===== src/rtl/draw_pkg.sv =====
// Shared types and constants for the SPI drawing-command path into the pixel store.
package draw_pkg;

  localparam int unsigned SCREEN_W  = 640;
  localparam int unsigned SCREEN_H  = 480;
  localparam int unsigned PKT_BYTES = 4;

  typedef struct packed {
    logic       brush;
    logic [2:0] color;
    logic [9:0] x;
    logic [9:0] y;
  } draw_cmd_t;

  typedef enum logic [2:0] {
    ST_IDLE,
    ST_B0,
    ST_B1,
    ST_B2,
    ST_B3,
    ST_CHECK
  } spi_state_t;

  function automatic logic [7:0] sat_inc(input logic [7:0] v);
    return (v == 8'hFF) ? v : v + 8'd1;
  endfunction

endpackage


===== src/rtl/spi_cmd_decoder_if.sv =====
// Valid/ready write-command port between the SPI decoder and the pixel store.
interface spi_cmd_decoder_if;
  logic       cmd_valid;
  logic       cmd_ready;
  logic       cmd_brush;
  logic [2:0] cmd_color;
  logic [9:0] cmd_x;
  logic [9:0] cmd_y;

  modport master (output cmd_valid, cmd_brush, cmd_color, cmd_x, cmd_y, input cmd_ready);
  modport slave  (input cmd_valid, cmd_brush, cmd_color, cmd_x, cmd_y, output cmd_ready);
endinterface


===== src/rtl/spi_byte_rx.sv =====
// SPI mode-0 byte engine oversampled in clk: synchronizers, edge detect, MSB-first
// shift-in of sdi and shift-out of the status byte on sdo.
module spi_byte_rx #(
  parameter int unsigned SYNC_STAGES = 2
) (
  input  logic       clk,
  input  logic       reset,
  input  logic       sck,
  input  logic       sdi,
  input  logic       cs_n,
  input  logic [7:0] status_byte,
  output logic       byte_done,
  output logic [7:0] rx_byte,
  output logic       cs_fall,
  output logic       cs_high,
  output logic       bit_busy,
  output logic       sdo
);

  // Each stage holds {sck, sdi, cs_n}; index SYNC_STAGES-1 is the oldest sample.
  logic [SYNC_STAGES-1:0][2:0] sync_q, sync_d;
  logic       sck_prev_q, sck_prev_d;
  logic       cs_prev_q, cs_prev_d;
  logic [7:0] shift_q, shift_d;
  logic [2:0] bit_cnt_q, bit_cnt_d;
  logic [7:0] tx_q, tx_d;
  logic       sck_s, sdi_s, cs_s;
  logic       sck_rise, sck_fall;

  assign sck_s    = sync_q[SYNC_STAGES-1][2];
  assign sdi_s    = sync_q[SYNC_STAGES-1][1];
  assign cs_s     = sync_q[SYNC_STAGES-1][0];
  assign sck_rise = sck_s & ~sck_prev_q;
  assign sck_fall = ~sck_s & sck_prev_q;
  assign cs_fall  = ~cs_s & cs_prev_q;
  assign cs_high  = cs_s;
  assign bit_busy = (bit_cnt_q != 3'd0);
  assign rx_byte  = {shift_q[6:0], sdi_s};
  assign byte_done = ~cs_s & sck_rise & (bit_cnt_q == 3'd7);
  assign sdo      = ~cs_s & tx_q[7];

  always_comb begin
    sync_d     = {sync_q[SYNC_STAGES-2:0], sck, sdi, cs_n};
    sck_prev_d = sck_s;
    cs_prev_d  = cs_s;
    shift_d    = shift_q;
    bit_cnt_d  = bit_cnt_q;
    tx_d       = tx_q;
    if (cs_s) begin
      shift_d   = '0;
      bit_cnt_d = '0;
    end else if (sck_rise) begin
      shift_d   = rx_byte;
      bit_cnt_d = bit_cnt_q + 3'd1;
    end
    // The falling edge after a completed byte reloads status so its MSB is
    // on sdo before the next byte's first rising edge.
    if (cs_fall) begin
      tx_d = status_byte;
    end else if (~cs_s && sck_fall) begin
      tx_d = (bit_cnt_q == 3'd0) ? status_byte : {tx_q[6:0], 1'b0};
    end
  end

  always_ff @(posedge clk or posedge reset) begin
    if (reset) begin
      sync_q     <= '0;
      sck_prev_q <= 1'b0;
      cs_prev_q  <= 1'b0;
      shift_q    <= '0;
      bit_cnt_q  <= '0;
      tx_q       <= '0;
    end else begin
      sync_q     <= sync_d;
      sck_prev_q <= sck_prev_d;
      cs_prev_q  <= cs_prev_d;
      shift_q    <= shift_d;
      bit_cnt_q  <= bit_cnt_d;
      tx_q       <= tx_d;
    end
  end

endmodule


===== src/rtl/spi_cmd_decoder.sv =====
// Assembles 4-byte SPI packets into drawing commands, range-checks them and hands
// them to the pixel store over valid/ready; drops are counted in err_count.
module spi_cmd_decoder
  import draw_pkg::*;
#(
  parameter int unsigned SYNC_STAGES = 2,
  parameter int unsigned X_LIMIT     = SCREEN_W,
  parameter int unsigned Y_LIMIT     = SCREEN_H
) (
  input  logic               clk,
  input  logic               reset,
  input  logic               sck,
  input  logic               sdi,
  input  logic               cs_n,
  output logic               sdo,
  spi_cmd_decoder_if.master  cmd,
  output logic [7:0]         err_count
);

  localparam logic [10:0] X_LIM = 11'(X_LIMIT);
  localparam logic [10:0] Y_LIM = 11'(Y_LIMIT);

  logic       byte_done, cs_fall, cs_high, bit_busy;
  logic [7:0] rx_byte, status_byte;

  spi_state_t state_q, state_d;
  draw_cmd_t  pkt_q, pkt_d, cmd_q, cmd_d;
  logic       valid_q, valid_d;
  logic [7:0] err_q, err_d;
  logic       ovf_seen_q, ovf_seen_d, range_seen_q, range_seen_d, abort_seen_q, abort_seen_d;
  logic       abort, range_bad, overflow;

  spi_byte_rx #(.SYNC_STAGES(SYNC_STAGES)) u_rx (
    .clk         (clk),
    .reset       (reset),
    .sck         (sck),
    .sdi         (sdi),
    .cs_n        (cs_n),
    .status_byte (status_byte),
    .byte_done   (byte_done),
    .rx_byte     (rx_byte),
    .cs_fall     (cs_fall),
    .cs_high     (cs_high),
    .bit_busy    (bit_busy),
    .sdo         (sdo)
  );

  assign status_byte = {valid_q, ovf_seen_q, range_seen_q, abort_seen_q, err_q[3:0]};

  always_comb begin
    state_d   = state_q;
    pkt_d     = pkt_q;
    cmd_d     = cmd_q;
    valid_d   = valid_q & ~cmd.cmd_ready;
    abort     = 1'b0;
    range_bad = 1'b0;
    overflow  = 1'b0;
    unique case (state_q)
      ST_IDLE: if (cs_fall) state_d = ST_B0;
      ST_B0, ST_B1, ST_B2, ST_B3: begin
        if (cs_high) begin
          state_d = ST_IDLE;
          abort   = (state_q != ST_B0) | bit_busy;
        end else if (byte_done) begin
          unique case (state_q)
            ST_B0: begin
              pkt_d.color  = rx_byte[7:5];
              pkt_d.brush  = rx_byte[4];
              pkt_d.x[9:8] = rx_byte[1:0];
              state_d      = ST_B1;
            end
            ST_B1: begin
              pkt_d.x[7:0] = rx_byte;
              state_d      = ST_B2;
            end
            ST_B2: begin
              pkt_d.y[9:8] = rx_byte[1:0];
              state_d      = ST_B3;
            end
            default: begin
              pkt_d.y[7:0] = rx_byte;
              state_d      = ST_CHECK;
            end
          endcase
        end
      end
      ST_CHECK: begin
        state_d = ST_B0;
        if (({1'b0, pkt_q.x} >= X_LIM) || ({1'b0, pkt_q.y} >= Y_LIM)) begin
          range_bad = 1'b1;
        end else if (valid_q && !cmd.cmd_ready) begin
          overflow = 1'b1;
        end else begin
          cmd_d   = pkt_q;
          valid_d = 1'b1;
        end
      end
      default: state_d = ST_IDLE;
    endcase

    err_d = (abort | range_bad | overflow) ? sat_inc(err_q) : err_q;
    // Sticky flags are reported in the frame-start status byte, then restart.
    ovf_seen_d   = (ovf_seen_q   & ~cs_fall) | overflow;
    range_seen_d = (range_seen_q & ~cs_fall) | range_bad;
    abort_seen_d = (abort_seen_q & ~cs_fall) | abort;
  end

  always_ff @(posedge clk or posedge reset) begin
    if (reset) begin
      state_q      <= ST_IDLE;
      pkt_q        <= '0;
      cmd_q        <= '0;
      valid_q      <= 1'b0;
      err_q        <= '0;
      ovf_seen_q   <= 1'b0;
      range_seen_q <= 1'b0;
      abort_seen_q <= 1'b0;
    end else begin
      state_q      <= state_d;
      pkt_q        <= pkt_d;
      cmd_q        <= cmd_d;
      valid_q      <= valid_d;
      err_q        <= err_d;
      ovf_seen_q   <= ovf_seen_d;
      range_seen_q <= range_seen_d;
      abort_seen_q <= abort_seen_d;
    end
  end

  assign cmd.cmd_valid = valid_q;
  assign cmd.cmd_brush = cmd_q.brush;
  assign cmd.cmd_color = cmd_q.color;
  assign cmd.cmd_x     = cmd_q.x;
  assign cmd.cmd_y     = cmd_q.y;
  assign err_count     = err_q;

endmodule


===== src/flat_wrapper.sv =====
// flat-port wrapper written by rule: the top's interface ports become plain ports
module spi_cmd_decoder_flat import draw_pkg::*;
#(
  parameter int unsigned SYNC_STAGES = 2,
  parameter int unsigned X_LIMIT     = SCREEN_W,
  parameter int unsigned Y_LIMIT     = SCREEN_H
)
  (clk, reset, sck, sdi, cs_n, sdo, err_count, cmd_cmd_valid, cmd_cmd_brush, cmd_cmd_color, cmd_cmd_x, cmd_cmd_y, cmd_cmd_ready);
  spi_cmd_decoder_if cmd_i ();
  input  logic clk;
  input  logic reset;
  input  logic sck;
  input  logic sdi;
  input  logic cs_n;
  output logic sdo;
  output logic [7:0] err_count;
  output wire logic [$bits(cmd_i.cmd_valid)-1:0] cmd_cmd_valid;
  output wire logic [$bits(cmd_i.cmd_brush)-1:0] cmd_cmd_brush;
  output wire logic [$bits(cmd_i.cmd_color)-1:0] cmd_cmd_color;
  output wire logic [$bits(cmd_i.cmd_x)-1:0] cmd_cmd_x;
  output wire logic [$bits(cmd_i.cmd_y)-1:0] cmd_cmd_y;
  input wire logic [$bits(cmd_i.cmd_ready)-1:0] cmd_cmd_ready;
  assign cmd_cmd_valid = cmd_i.cmd_valid;
  assign cmd_cmd_brush = cmd_i.cmd_brush;
  assign cmd_cmd_color = cmd_i.cmd_color;
  assign cmd_cmd_x = cmd_i.cmd_x;
  assign cmd_cmd_y = cmd_i.cmd_y;
  assign cmd_i.cmd_ready = cmd_cmd_ready;
  spi_cmd_decoder #(.SYNC_STAGES(SYNC_STAGES), .X_LIMIT(X_LIMIT), .Y_LIMIT(Y_LIMIT)) u_core (.clk(clk), .reset(reset), .sck(sck), .sdi(sdi), .cs_n(cs_n), .sdo(sdo), .cmd(cmd_i), .err_count(err_count));
endmodule

===== config.mk =====
export PLATFORM = sky130hd
export DESIGN_NAME = spi_cmd_decoder_flat
export DESIGN_NICKNAME = d
export VERILOG_FILES = /design/src/rtl/draw_pkg.sv /design/src/rtl/spi_cmd_decoder_if.sv /design/src/rtl/spi_byte_rx.sv /design/src/rtl/spi_cmd_decoder.sv /design/src/flat_wrapper.sv
export SDC_FILE = /design/constraint.sdc
export NUM_CORES = 1
export LEC_CHECK = 0
export ABC_AREA = 1
export CAP_MARGIN = 20
export CORE_ASPECT_RATIO = 1.2
export CORE_MARGIN = 4
export CORE_UTILIZATION = 60
export DETAILED_ROUTE_END_ITERATION = 8
export PLACE_DENSITY = 0.84
export SYNTH_ARGS = -nofsm -noshare
export SYNTH_HDL_FRONTEND = slang
export SYNTH_SLANG_ARGS = --single-unit

===== constraint.sdc =====
create_clock -name clk -period 5.2 [get_ports clk]
set_clock_uncertainty 0.1 [all_clocks]
set_input_delay 1.56 -clock clk [delete_from_list [all_inputs] [get_ports clk]]
set_output_delay 1.56 -clock clk [all_outputs]
set_load 0.005 [all_outputs]

# --- After elaboration in Yosys (flattened, before gate mapping) ---
# Cells that the tools add are included.
totals:
  regBits: 89
op_classes:
  n_reduce_logical: 18
  n_bitwise: 25
  n_lt_le_gt_ge: 2
  muxes: 22
  addsub: 2
  n_eq_ne: 10
op_table:
  columns: ["cell", "n"]
  rows:
  - ["8-bit 2-to-1 mux", 3]
  - ["3-bit one-hot mux with 3 select lines", 2]
  - ["4-bit AND reduction", 4]
  - ["3-bit 2-to-1 mux", 5]
  - ["7-bit 2-to-1 mux", 2]
  - ["1-bit AND", 10]
  - ["10-bit greater-or-equal comparator (second input constant)", 1]
  - ["10-bit by 9-bit greater-or-equal comparator with 1-bit output (second input constant)", 1]
  - ["1-bit 2-to-1 mux", 10]
  - ["3-bit equality test (second input constant)", 3]
  - ["1-bit NOT", 9]
  - ["8-bit by 1-bit adder with 8-bit output (second input constant)", 1]
  - ["8-bit equality test (second input constant)", 1]
  - ["3-bit by 2-bit equality test with 1-bit output (second input constant)", 2]
  - ["3-bit zero test", 2]
  - ["1-bit OR", 6]
  - ["2-bit AND reduction", 2]
  - ["2-bit nonzero test", 2]
  - ["4-bit OR reduction", 1]
  - ["3-bit by 1-bit adder with 3-bit output (second input constant)", 1]
  - ["3-bit by 1-bit equality test with 1-bit output (second input constant)", 1]
  - ["3-bit by 1-bit inequality test with 1-bit output (second input constant)", 1]
  - ["3-bit by 2-bit inequality test with 1-bit output (second input constant)", 1]
  - ["3-bit AND reduction", 1]
  - ["6 further kinds", 7]

# --- Longest topological paths before layout ---
# Gate-level depths: netlist of the first run.
depth:
  ltp_word: 7
  depth_mapped: 10
  mapped_depth_nobuf: 10

# --- Modules after synthesis ---
# Synthesis of the first run repeated with hierarchy kept, for this count alone.
unflattened:
  hier_cells: 432
  area_unflattened_um2: 3965.1
by_module_without_submodules:
  columns: ["mod", "instances", "cells_each", "area_each_um2"]
  rows:
  - ["spi_cmd_decoder", 1, 308, 2785.2]
  - ["spi_byte_rx", 1, 124, 1179.9]

# --- Worst setup path before layout of the first run ---
# No wires, ideal clock.
synth_path:
  path_type: "input -> register"
  from: "input port cmd_cmd_ready"
  to: "register u_core.cmd_q (netlist bit u_core.cmd.cmd_brush)"
  arrival_time_ns: 2.183
  slack_ns: 2.799
  stages: 6
  required_time_ns: 4.983
  path_cell_list: "nor2_1 > inv_1 > nand3_1 > buf_4 > buf_6 > o21ai_2"
synth_via:
  elab_chain_len: 4
synth_rtl:
  columns: ["element", "line_no", "source"]
  rows:
  - ["start, declared", "flat_wrapper.sv:22", "input wire logic [$bits(cmd_i.cmd_ready)-1:0] cmd_cmd_ready;"]
  - ["1-bit zero test", "spi_cmd_decoder.sv:91", "end else if (valid_q && !cmd.cmd_ready) begin"]
  - ["1-bit logical AND", "spi_cmd_decoder.sv:91", null]
  - ["1-bit NOT (no line)", null, null]
  - ["3-bit AND reduction (no line)", null, null]
  - ["end signal, assigned", "spi_cmd_decoder.sv:121", "cmd_q <= cmd_d;"]
  - ["end, declared", "spi_cmd_decoder.sv:27", "draw_cmd_t pkt_q, pkt_d, cmd_q, cmd_d;"]
# No other way between the ends.
# A chain may end at the register's enable or synchronous reset.

# --- Worst setup path after layout of the first run ---
layout_path:
  from: "register u_core.u_rx.sync_q (netlist bit u_core.u_rx.cs_high)"
  to: "output port sdo"
layout_via:
  elab_chain_len: 2
layout_rtl:
  columns: ["element", "line_no", "source"]
  rows:
  - ["start, declared", "spi_byte_rx.sv:21", "logic [SYNC_STAGES-1:0][2:0] sync_q, sync_d;"]
  - ["start signal, assigned", "spi_byte_rx.sv:74", "sync_q <= sync_d;"]
  - ["1-bit NOT (no line)", null, null]
  - ["1-bit AND", "spi_byte_rx.sv:40", "assign sdo = ~cs_s & tx_q[7];"]
  - ["end, declared", "flat_wrapper.sv:15", "output logic sdo;"]
# No other way between the ends.

==> out/results.ini, run 1 <==
[synthesis]
synth.largest_area_cell=dfrtp_1
avgSynthCellArea_um2=9.564
yosys_warnings=0
syn_inst=393
synth_area_mm2=0.003759
synth_top_area_share_pct=59.25
synth.area.top_cells=dfrtp_1 (59%), nand2_1 (10%), o21ai_1 (5.2%), inv_1 (4.6%), o21ai_2 (3.5%)
ys_types=31
yosysSeqAreaShare_pct=59.25
synth-seq-cells=89
synth-edff-count=0
async_flop_share_pct=100.0
synthTopCellsByCount=nand2_1 (100), dfrtp_1 (89), inv_1 (46)
synth_nets=403
yosysMostFrequentCell=nand2_1
synthFlopType=dfrtp_1

[placed_design]
dp_hpwl_mm=4.953
dp_slack_ps=1679
gp_congestion=0.8329
portBuffers=39

[clocking]
hold_buffers=0
post_cts_buffers=0
cts_sinks=89
htreeDepth=3
cts_resized=0
cts-root-buf=clkbuf_8
worst_setup_hold_path_clk_slew_ps=90
cts_made_buffers=9
tritoncts=done
clk_latency_ps=360
cts_buffer_depth=2

[global_route]
grt_pass1_vias=2773
antenna_found_initial=0
grt-ovfl-total=0
grt_start_max_net_pins=51
grt_pass1_wl_mm=12.16
grt.total_usage_pct=20.94

[critical_path]
path_buf_inv=1
cp-end-kind=primary output
slowest_delay_ps=520
crit_fanout=7
crit_path_start_kind=register
worstPathRequired_ps=3540
path_class=register to primary output
path_cells=nor2_1 > clkdlybuf4s50_1
crit_path_top_delay_cell=dfrtp_1
arrival_ps=1520
crit_family=flip-flops

[routing]
via_per_inst=5.165
drt_iter0_markers=180
vias=2696
wl_per_cell_um=13.46
dr.pass1.iters=4
route.antenna.remaining_nets=0
drc=0
wl_mm=7.024

[timing]
setup_viol=0
tightest_slew_ps=989.6
setup_ws_ps=2016
fin_setup_tns_ps=0
slew_headroom_pct=33.63
slew_viol_final=0
layout_min_cycle_time_ps=3184
hold_violations=0
fmax_mhz=314.1
finalCritPeriodShare_pct=61.23
rsz0062_at_grt=no

[die]
die_area_mm2=0.007600
row_count=31
die_w_um=80.25
pin_count=40
chipHeight_um=94.70
start_util_pct=62.12
core_region_area_mm2=0.006051

[power_and_ir_drop]
leakage_uw=0.001979
ir_drop_v=0.0002726
power_density_mw_per_mm2=356.4

[flow_run]
maxCapViolCount=0

[finish]
nets=445
layout-drive-gt1-share_pct=12.50
num_antenna_cells=0
fill_cells=492
syn_to_final_growth_pct=17.41

[min_path]
hold_class=register to register

[run_status]
status=completed

==> registers in the layout, indices dropped and copies added (netlist names), 3 cells and up <==
signal and flops:
u_core.cmd.cmd_y 10, u_core.state_q 3, u_core.pkt_q 24, u_core.u_rx.sync_d 3, u_core.cmd.cmd_color 3, u_core.cmd.cmd_x 10
u_core.u_rx.tx_q 8, u_core.u_rx.shift_q 7, u_core.u_rx.bit_cnt_q 3, u_core.err_count 8
==> power breakdown <==
part           internal [µW]  switching, µW  total, µW
Clock                    276            253        530
Combinational            102            152        253
Sequential               740           50.0        790
Total                   1120            455       1570
==> final cells by class <==
type                       instances  area (µm²)  area share (%)
sequential                        89        2227           50.47
multi-input combinational        241        1251           28.35
timing repair buffer              41       405.4           9.186
inverter                          53       200.2           4.536
clock buffer                       9       123.9           2.807
clock inverter                     7       102.6           2.325
tap                               82       102.6           2.325
==> final timing paths <==
check	start	to	slack, ps	cells past startpoint
max reg2reg	u_core.pkt_q[17]	u_core.cmd.cmd_y[1]	2980	6
min reg2reg	u_core.u_rx.sync_d[4]	u_core.u_rx.rx_byte[0]	260	0
min	u_core.u_rx.sync_d[4]	u_core.u_rx.rx_byte[0]	260	0
max	u_core.u_rx.cs_high	sdo	2020	2
min in group asynchronous	reset	u_core.u_rx.sync_d[3]	1560	2
max in group asynchronous	reset	u_core.pkt_q[19]	2660	3
==> layer usage <==
layer  share of wire, %  vias up  GRT usage (%)
met4                3.2        0          10.28
met5                  0        -              0
li1                   -     1342              -
met2                 51       59          36.26
met1                 42     1277          24.73
met3                3.2       18          4.198
==> kinds of logic (layout without fill, tap and decap cells) <==
logic type               Yosys count  count (layout)  share of synthesized area (%)
AO/OA/AOI/OAI                     73              73                          11.92
adder cells (fa/ha/maj)            4               4                          1.332
XOR/XNOR                           6               6                          1.398
buffers and inverters             63             110                          7.590
AND/OR/NAND/NOR                  158             158                          18.51
flip-flops                        89              89                          59.25
==> placed cells by master, fill, tap and decap left out, types with 2 or more instances in the layout <==
| master | instances |
|---|---|
| nand2_1 | 100 |
| dfrtp_1 | 89 |
| inv_1 | 45 |
| o21ai_1 | 39 |
| clkdlybuf4s50_1 | 39 |
| nand3_1 | 19 |
| nor2_1 | 18 |
| o21ai_2 | 15 |
| clkbuf_8 | 9 |
| o22ai_1 | 8 |
| nand2_2 | 7 |
| inv_2 | 6 |
| a31oi_1 | 5 |
| xor2_1 | 4 |
| ha_1 | 4 |
| o21ai_0 | 3 |
| nor2_4 | 2 |
| nand3_2 | 2 |
| nand4_1 | 2 |
| xnor2_1 | 2 |
| nor3_1 | 2 |
| or2_1 | 2 |
| clkinv_2 | 2 |
| bufinv_16 | 2 |
| clkinv_4 | 2 |
| buf_4 | 2 |
==> through the flow <==
stage / hold WS, ps / area, µm² / power [µW] / cells / utilization, %
after floorplan: 231.2 / 3759 / 979.0 / 393 / -
after global placement: 234.1 / 4187 / 1046 / 506 / 69.19
final: 255.2 / 4413 / 1573 / 522 / 72.93
after detailed placement: 236.4 / 4187 / 1056 / 506 / 69.19
after CTS: 257.4 / 4413 / 1586 / 522 / 72.93
after global routing: 271.4 / 4413 / 1659 / 522 / 72.93
No activity file was read; power rests on OpenSTA's default activity.
==> run 2, diff against run 1 <==
--- a/config.mk
+++ b/config.mk
@@ -9,9 +9,9 @@
 export CAP_MARGIN = 20
 export CORE_ASPECT_RATIO = 1.2
 export CORE_MARGIN = 4
-export CORE_UTILIZATION = 60
+export CORE_UTILIZATION = 56
 export DETAILED_ROUTE_END_ITERATION = 8
-export PLACE_DENSITY = 0.84
+export PLACE_DENSITY = 0.79
 export SYNTH_ARGS = -nofsm -noshare
 export SYNTH_HDL_FRONTEND = slang
 export SYNTH_SLANG_ARGS = --single-unit
==> constraint.sdc (replaced) <==
create_clock -name clk -period 3 [get_ports clk]
set_clock_uncertainty 0.1 [all_clocks]
set_input_delay 0.9 -clock clk [delete_from_list [all_inputs] [get_ports clk]]
set_output_delay 0.9 -clock clk [all_outputs]
set_load 0.005 [all_outputs]
==> out/results.ini, run 2 (synthesized netlist as in run 1, its figures left out) <==
[global_route]
grt-ovfl-total=0  ; unchanged
antenna_found_initial=0  ; unchanged
grt_pass1_vias=2657  ; was 2773
grt.total_usage_pct=18.58  ; was 20.94%
grt_start_max_net_pins=48  ; was 51
grt_pass1_wl_mm=11.60  ; was 12.16 mm

[clocking]
clk_latency_ps=350  ; was 360 ps
cts_resized=0  ; unchanged
post_cts_buffers=0  ; unchanged
hold_buffers=0  ; unchanged
cts_made_buffers=9  ; unchanged
cts_buffer_depth=2  ; unchanged
cts_sinks=89  ; unchanged
worst_setup_hold_path_clk_slew_ps=80  ; was 90 ps
tritoncts=done  ; unchanged
htreeDepth=3  ; unchanged
cts-root-buf=clkbuf_8  ; unchanged

[routing]
vias=2744  ; was 2696
dr.pass1.iters=5  ; was 4
wl_mm=6.713  ; was 7.024 mm
drt_iter0_markers=167  ; was 180
via_per_inst=5.207  ; was 5.165
route.antenna.remaining_nets=0  ; unchanged
drc=0  ; unchanged
wl_per_cell_um=12.74  ; was 13.46 µm

[run_status]
status=completed  ; unchanged

[power_and_ir_drop]
leakage_uw=0.001974  ; was 0.001979 µW
power_density_mw_per_mm2=588.9  ; was 356.4 mW/mm²
total_power_uw=2602  ; was 1573 µW
ir_drop_v=0.0003222  ; was 0.0002726 V

[placed_design]
portBuffers=39  ; unchanged
gp_congestion=0.7618  ; was 0.8329
dp_hpwl_mm=4.857  ; was 4.953 mm

[critical_path]
crit_fanout=7  ; unchanged
cp-end-kind=primary output  ; unchanged
path_class=register to primary output  ; unchanged
r2r_slack_ps=1200  ; was 2980 ps
worstReg2RegStart=u_core.u_rx.bit_cnt_q[0]  ; was u_core.pkt_q[17]
crit_start=u_core.u_rx.cs_high  ; unchanged
r2r-end=u_core.err_count[6]  ; was u_core.cmd.cmd_y[1]
arrival_ps=1520  ; about the same
crit_path_start_kind=register  ; unchanged
worstSetupEndpoint=sdo  ; unchanged
worstPathRequired_ps=2000  ; was 3540 ps
reg2regPathDepth=10  ; was 6

[die]
pin_count=40  ; unchanged
core_region_area_mm2=0.006486  ; was 0.006051 mm²
start_util_pct=57.95  ; was 62.12%
die_w_um=82.79  ; was 80.25 µm
row_count=32  ; was 31
chipHeight_um=97.75  ; was 94.70 µm
die_area_mm2=0.008092  ; was 0.007600 mm²

[finish]
final_common_cell=nand2_1  ; unchanged
num_antenna_cells=0  ; unchanged
nets=449  ; was 445
syn_to_final_growth_pct=17.58  ; was 17.41%
largest_register_ffs=24  ; unchanged
regMostFlops=u_core.pkt_q  ; unchanged
final_cell_mix=nand2_1 (100), dfrtp_1 (89), inv_1 (45)  ; unchanged
fill_cells=511  ; was 492
layout-drive-gt1-share_pct=12.67  ; was 12.50%

[timing]
fin_setup_tns_ps=0  ; unchanged
slew_headroom_pct=66.39  ; was 33.63%
hold_slack_ps=249.8  ; was 255.2 ps
tightest_slew_ps=504.1  ; was 989.6 ps
setup_viol=0  ; unchanged
slew_viol_final=0  ; unchanged
fmax_mhz=397.5
finalCritPeriodShare_pct=83.86
layout_min_cycle_time_ps=2516
hold_violations=0  ; unchanged
rsz0062_at_grt=no  ; unchanged

[min_path]
hold_class=register to register  ; unchanged

[flow_run]
maxCapViolCount=0  ; unchanged

run 2: worst min path at each step:
stage / from / to / cells after the start
floorplan: u_core.u_rx.sync_d[3] / u_core.u_rx.cs_high / 0
finish: u_core.u_rx.sync_d[4] / u_core.u_rx.rx_byte[0] / 0
global route: u_core.u_rx.sync_d[4] / u_core.u_rx.rx_byte[0] / 0
global placement: u_core.u_rx.sync_d[3] / u_core.u_rx.cs_high / 0
detailed placement: u_core.u_rx.sync_d[3] / u_core.u_rx.cs_high / 0
CTS: u_core.u_rx.sync_d[3] / u_core.u_rx.cs_high / 0
run 2: area by class of cell:
| cell class | instances | area, µm² | area share (%) |
|---|---|---|---|
| multi-input cells | 241 | 1251 | 28.31 |
| repair buffers | 45 | 447.9 | 10.14 |
| clock buffers | 11 | 141.4 | 3.199 |
| well taps | 85 | 106.4 | 2.407 |
| inverters | 53 | 202.7 | 4.587 |
| flip-flops and latches | 89 | 2227 | 50.40 |
| clock inverters | 3 | 42.54 | 0.9626 |
run 2: per-layer routing:
metal	global-route usage (%)	up-vias	part of all wire, %
met5	0	-	0
met4	10.31	0	3.7
met3	4.428	17	4.2
met2	30.25	69	50
met1	22.20	1301	42
li1	-	1357	-
run 2: critical path: stages (launching register included):
cell             delay (ps)
dfrtp_1                 510
nor2_1                  150
clkdlybuf4s50_1         510
run 2: per-stage QoR:
stage | area (µm²) | utilization, % | instances | worst slack, ps
6_report | 4419 | 68.13 | 527 | 484.2
5_1_grt | 4419 | 68.13 | 527 | 401.1
4_1_cts | 4419 | 68.13 | 527 | 447.4
3_5_place_dp | 4235 | 65.30 | 513 | 578.2
3_3_place_gp | 4235 | 65.30 | 513 | 630.5
2_1_floorplan | 3762 | - | 393 | 964.3
run 2: report_power, final:
group / internal (µW) / total, µW / switching (µW) / leakage (µW)
combinational: 182 / 452 / 270 / 0.000683
clock: 398 / 782 / 385 / 0.0000913
sequential: 1280 / 1370 / 86.4 / 0.00120
==> run 3, diff against run 2 <==
==> constraint.sdc (replaced) <==
create_clock -name clk -period 2.4 [get_ports clk]
set_clock_uncertainty 0.1 [all_clocks]
set_input_delay 0.72 -clock clk [delete_from_list [all_inputs] [get_ports clk]]
set_output_delay 0.72 -clock clk [all_outputs]
set_load 0.005 [all_outputs]
==> out/results.ini, run 3 (synthesized netlist as in run 1, its figures left out) <==
[finish]
final_cell_mix=nand2_1 (100), dfrtp_1 (88), inv_1 (45)  ; was nand2_1 (100), dfrtp_1 (89), inv_1 (45)
regMostFlops=u_core.pkt_q  ; unchanged
nets=445  ; was 449
num_antenna_cells=0  ; unchanged
regArea_mm2=0.002228  ; was 0.002227 mm²
fill_cells=498  ; was 511
final_common_cell=nand2_1  ; unchanged
largest_register_ffs=24  ; unchanged
multi_input_area_mm2=0.001251  ; unchanged
layout-drive-gt1-share_pct=12.73  ; was 12.67%
final_cell_area_mm2=0.004437  ; was 0.004419 mm²
syn_to_final_growth_pct=18.04  ; was 17.58%

[run_status]
status=completed  ; unchanged

[routing]
wl_mm=6.705  ; was 6.713 mm
wl_per_cell_um=12.77  ; was 12.74 µm
dr.pass1.iters=4  ; was 5
via_per_inst=5.114  ; was 5.207
vias=2685  ; was 2744
route.antenna.remaining_nets=0  ; unchanged
drt_iter0_markers=145  ; was 167
drc=0  ; unchanged

[critical_path]
r2r_slack_ps=430  ; was 1200 ps
worstReg2RegStart=u_core.u_rx.cs_high  ; was u_core.u_rx.bit_cnt_q[0]
r2r-end=u_core.u_rx.tx_q[1]  ; was u_core.err_count[6]
worstPathRequired_ps=1580  ; was 2000 ps
reg2regPathDepth=4  ; was 10
crit_path_top_delay_cell=clkdlybuf4s50_1  ; was dfrtp_1
arrival_ps=1470  ; was 1520 ps
path_class=register to primary output  ; unchanged
path_cells=nor2_1 > clkdlybuf4s50_1  ; unchanged
crit_path_start_kind=register  ; unchanged
crit_fanout=7  ; unchanged
slowest_delay_ps=500  ; was 510 ps
cp-end-kind=primary output  ; unchanged

[die]
pin_count=40  ; unchanged
start_util_pct=57.95  ; unchanged
core_region_area_mm2=0.006486  ; unchanged
die_area_mm2=0.008092  ; unchanged
chipHeight_um=97.75  ; unchanged
row_count=32  ; unchanged
die_w_um=82.79  ; unchanged

[placed_design]
place_area_mm2=0.004218  ; was 0.004235 mm²
dp_hpwl_mm=4.498  ; was 4.857 mm
portBuffers=39  ; unchanged
gp_congestion=0.7874  ; was 0.7618

[global_route]
grt_start_max_net_pins=90  ; was 48
grt_pass1_wl_mm=11.76  ; was 11.60 mm
grt-ovfl-total=0  ; unchanged
grt_pass1_vias=2623  ; was 2657
antenna_found_initial=0  ; unchanged
grt.total_usage_pct=18.79  ; was 18.58%

[clocking]
cts_sinks=89  ; unchanged
clk_latency_ps=360  ; was 350 ps
worst_setup_hold_path_clk_slew_ps=80  ; about the same
cts_buffer_depth=2  ; unchanged
tritoncts=done  ; unchanged
post_cts_buffers=0  ; unchanged
hold_buffers=0  ; unchanged
htreeDepth=3  ; unchanged
cts_resized=0  ; unchanged
cts-root-buf=clkbuf_8  ; unchanged
cts_made_buffers=9  ; unchanged

[flow_run]
maxCapViolCount=0  ; unchanged

[min_path]
hold_class=register to register  ; unchanged
worst_hold_path.num_cells=0  ; unchanged
hp-start=u_core.u_rx.sync_d[5]  ; was u_core.u_rx.sync_d[4]
min_to=u_core.u_rx.sck_prev_d  ; was u_core.u_rx.rx_byte[0]

[timing]
fmax_mhz=437.6
layout_min_cycle_time_ps=2285
slew_viol_final=0  ; unchanged
tightest_slew_ps=1037  ; was 504.1 ps
rsz0062_at_grt=no  ; unchanged
setup_viol=0  ; unchanged
fin_setup_tns_ps=0  ; unchanged
finalCritPeriodShare_pct=95.22
slew_headroom_pct=30.47  ; was 66.39%
hold_violations=0  ; unchanged

[power_and_ir_drop]
ir_drop_v=0.0004817  ; was 0.0003222 V
power_density_mw_per_mm2=760.9  ; was 588.9 mW/mm²
leakage_uw=0.001975  ; was 0.001974 µW

run 3: cell type report:
cell class	count	area share, %
multi-input combinational	241	28.20
sequential	89	50.23
inverter	53	4.569
clock inverter	7	2.115
clock buffer	9	2.792
tap	85	2.397
timing repair buffer	41	9.701
run 3: where the power goes:
part / total, µW / leakage [µW] / internal (µW) / switching, µW
registers: 1710 / 0.00120 / 1600 / 112
logic: 560 / 0.000670 / 226 / 334
clock network: 1100 / 0.000106 / 586 / 516
total: 3380 / 0.00197 / 2410 / 962
run 3: metal layers:
| layer | GRT usage (%) | vias up | routed length, µm |
|---|---|---|---|
| met5 | 0 | - | 0 |
| met4 | 7.296 | 0 | 107 |
| met3 | 4.705 | 10 | 264 |
| met2 | 31.91 | 64 | 3445 |
| met1 | 22.51 | 1269 | 2888 |
| li1 | - | 1342 | - |
run 3: critical path, delay by kind of cell (launching register included):
| kind | cells | cell delay [ps] |
|---|---|---|
| simple gates | 1 | 120 |
| flops | 1 | 490 |
| buf+inv | 1 | 500 |
run 3: worst max path at each step:
stage,start,endpoint,slack [ps],cells after the start
floorplan,reset,u_core.abort_seen_q,540,1
global placement,cmd_cmd_ready,u_core.err_count[3],350,7
detailed placement,cmd_cmd_ready,u_core.err_count[0],310,7
CTS,u_core.u_rx.cs_high,sdo,40,2
global route,u_core.u_rx.cs_high,sdo,30,2
finish,u_core.u_rx.cs_high,sdo,110,2
run 3: per-stage QoR:
stage          instances  setup slack (ps)  utilization, %  hold slack (ps)  power [µW]
6_report             525             114.6           68.40            251.1        3376
5_1_grt              525             29.69           68.40            254.2        3554
4_1_cts              525             41.66           68.38            253.4        3402
3_5_place_dp         509             307.7           65.03            234.7        2293
3_3_place_gp         509             347.8           65.03            232.4        2272
2_1_floorplan        393             544.3               -            231.2        2122
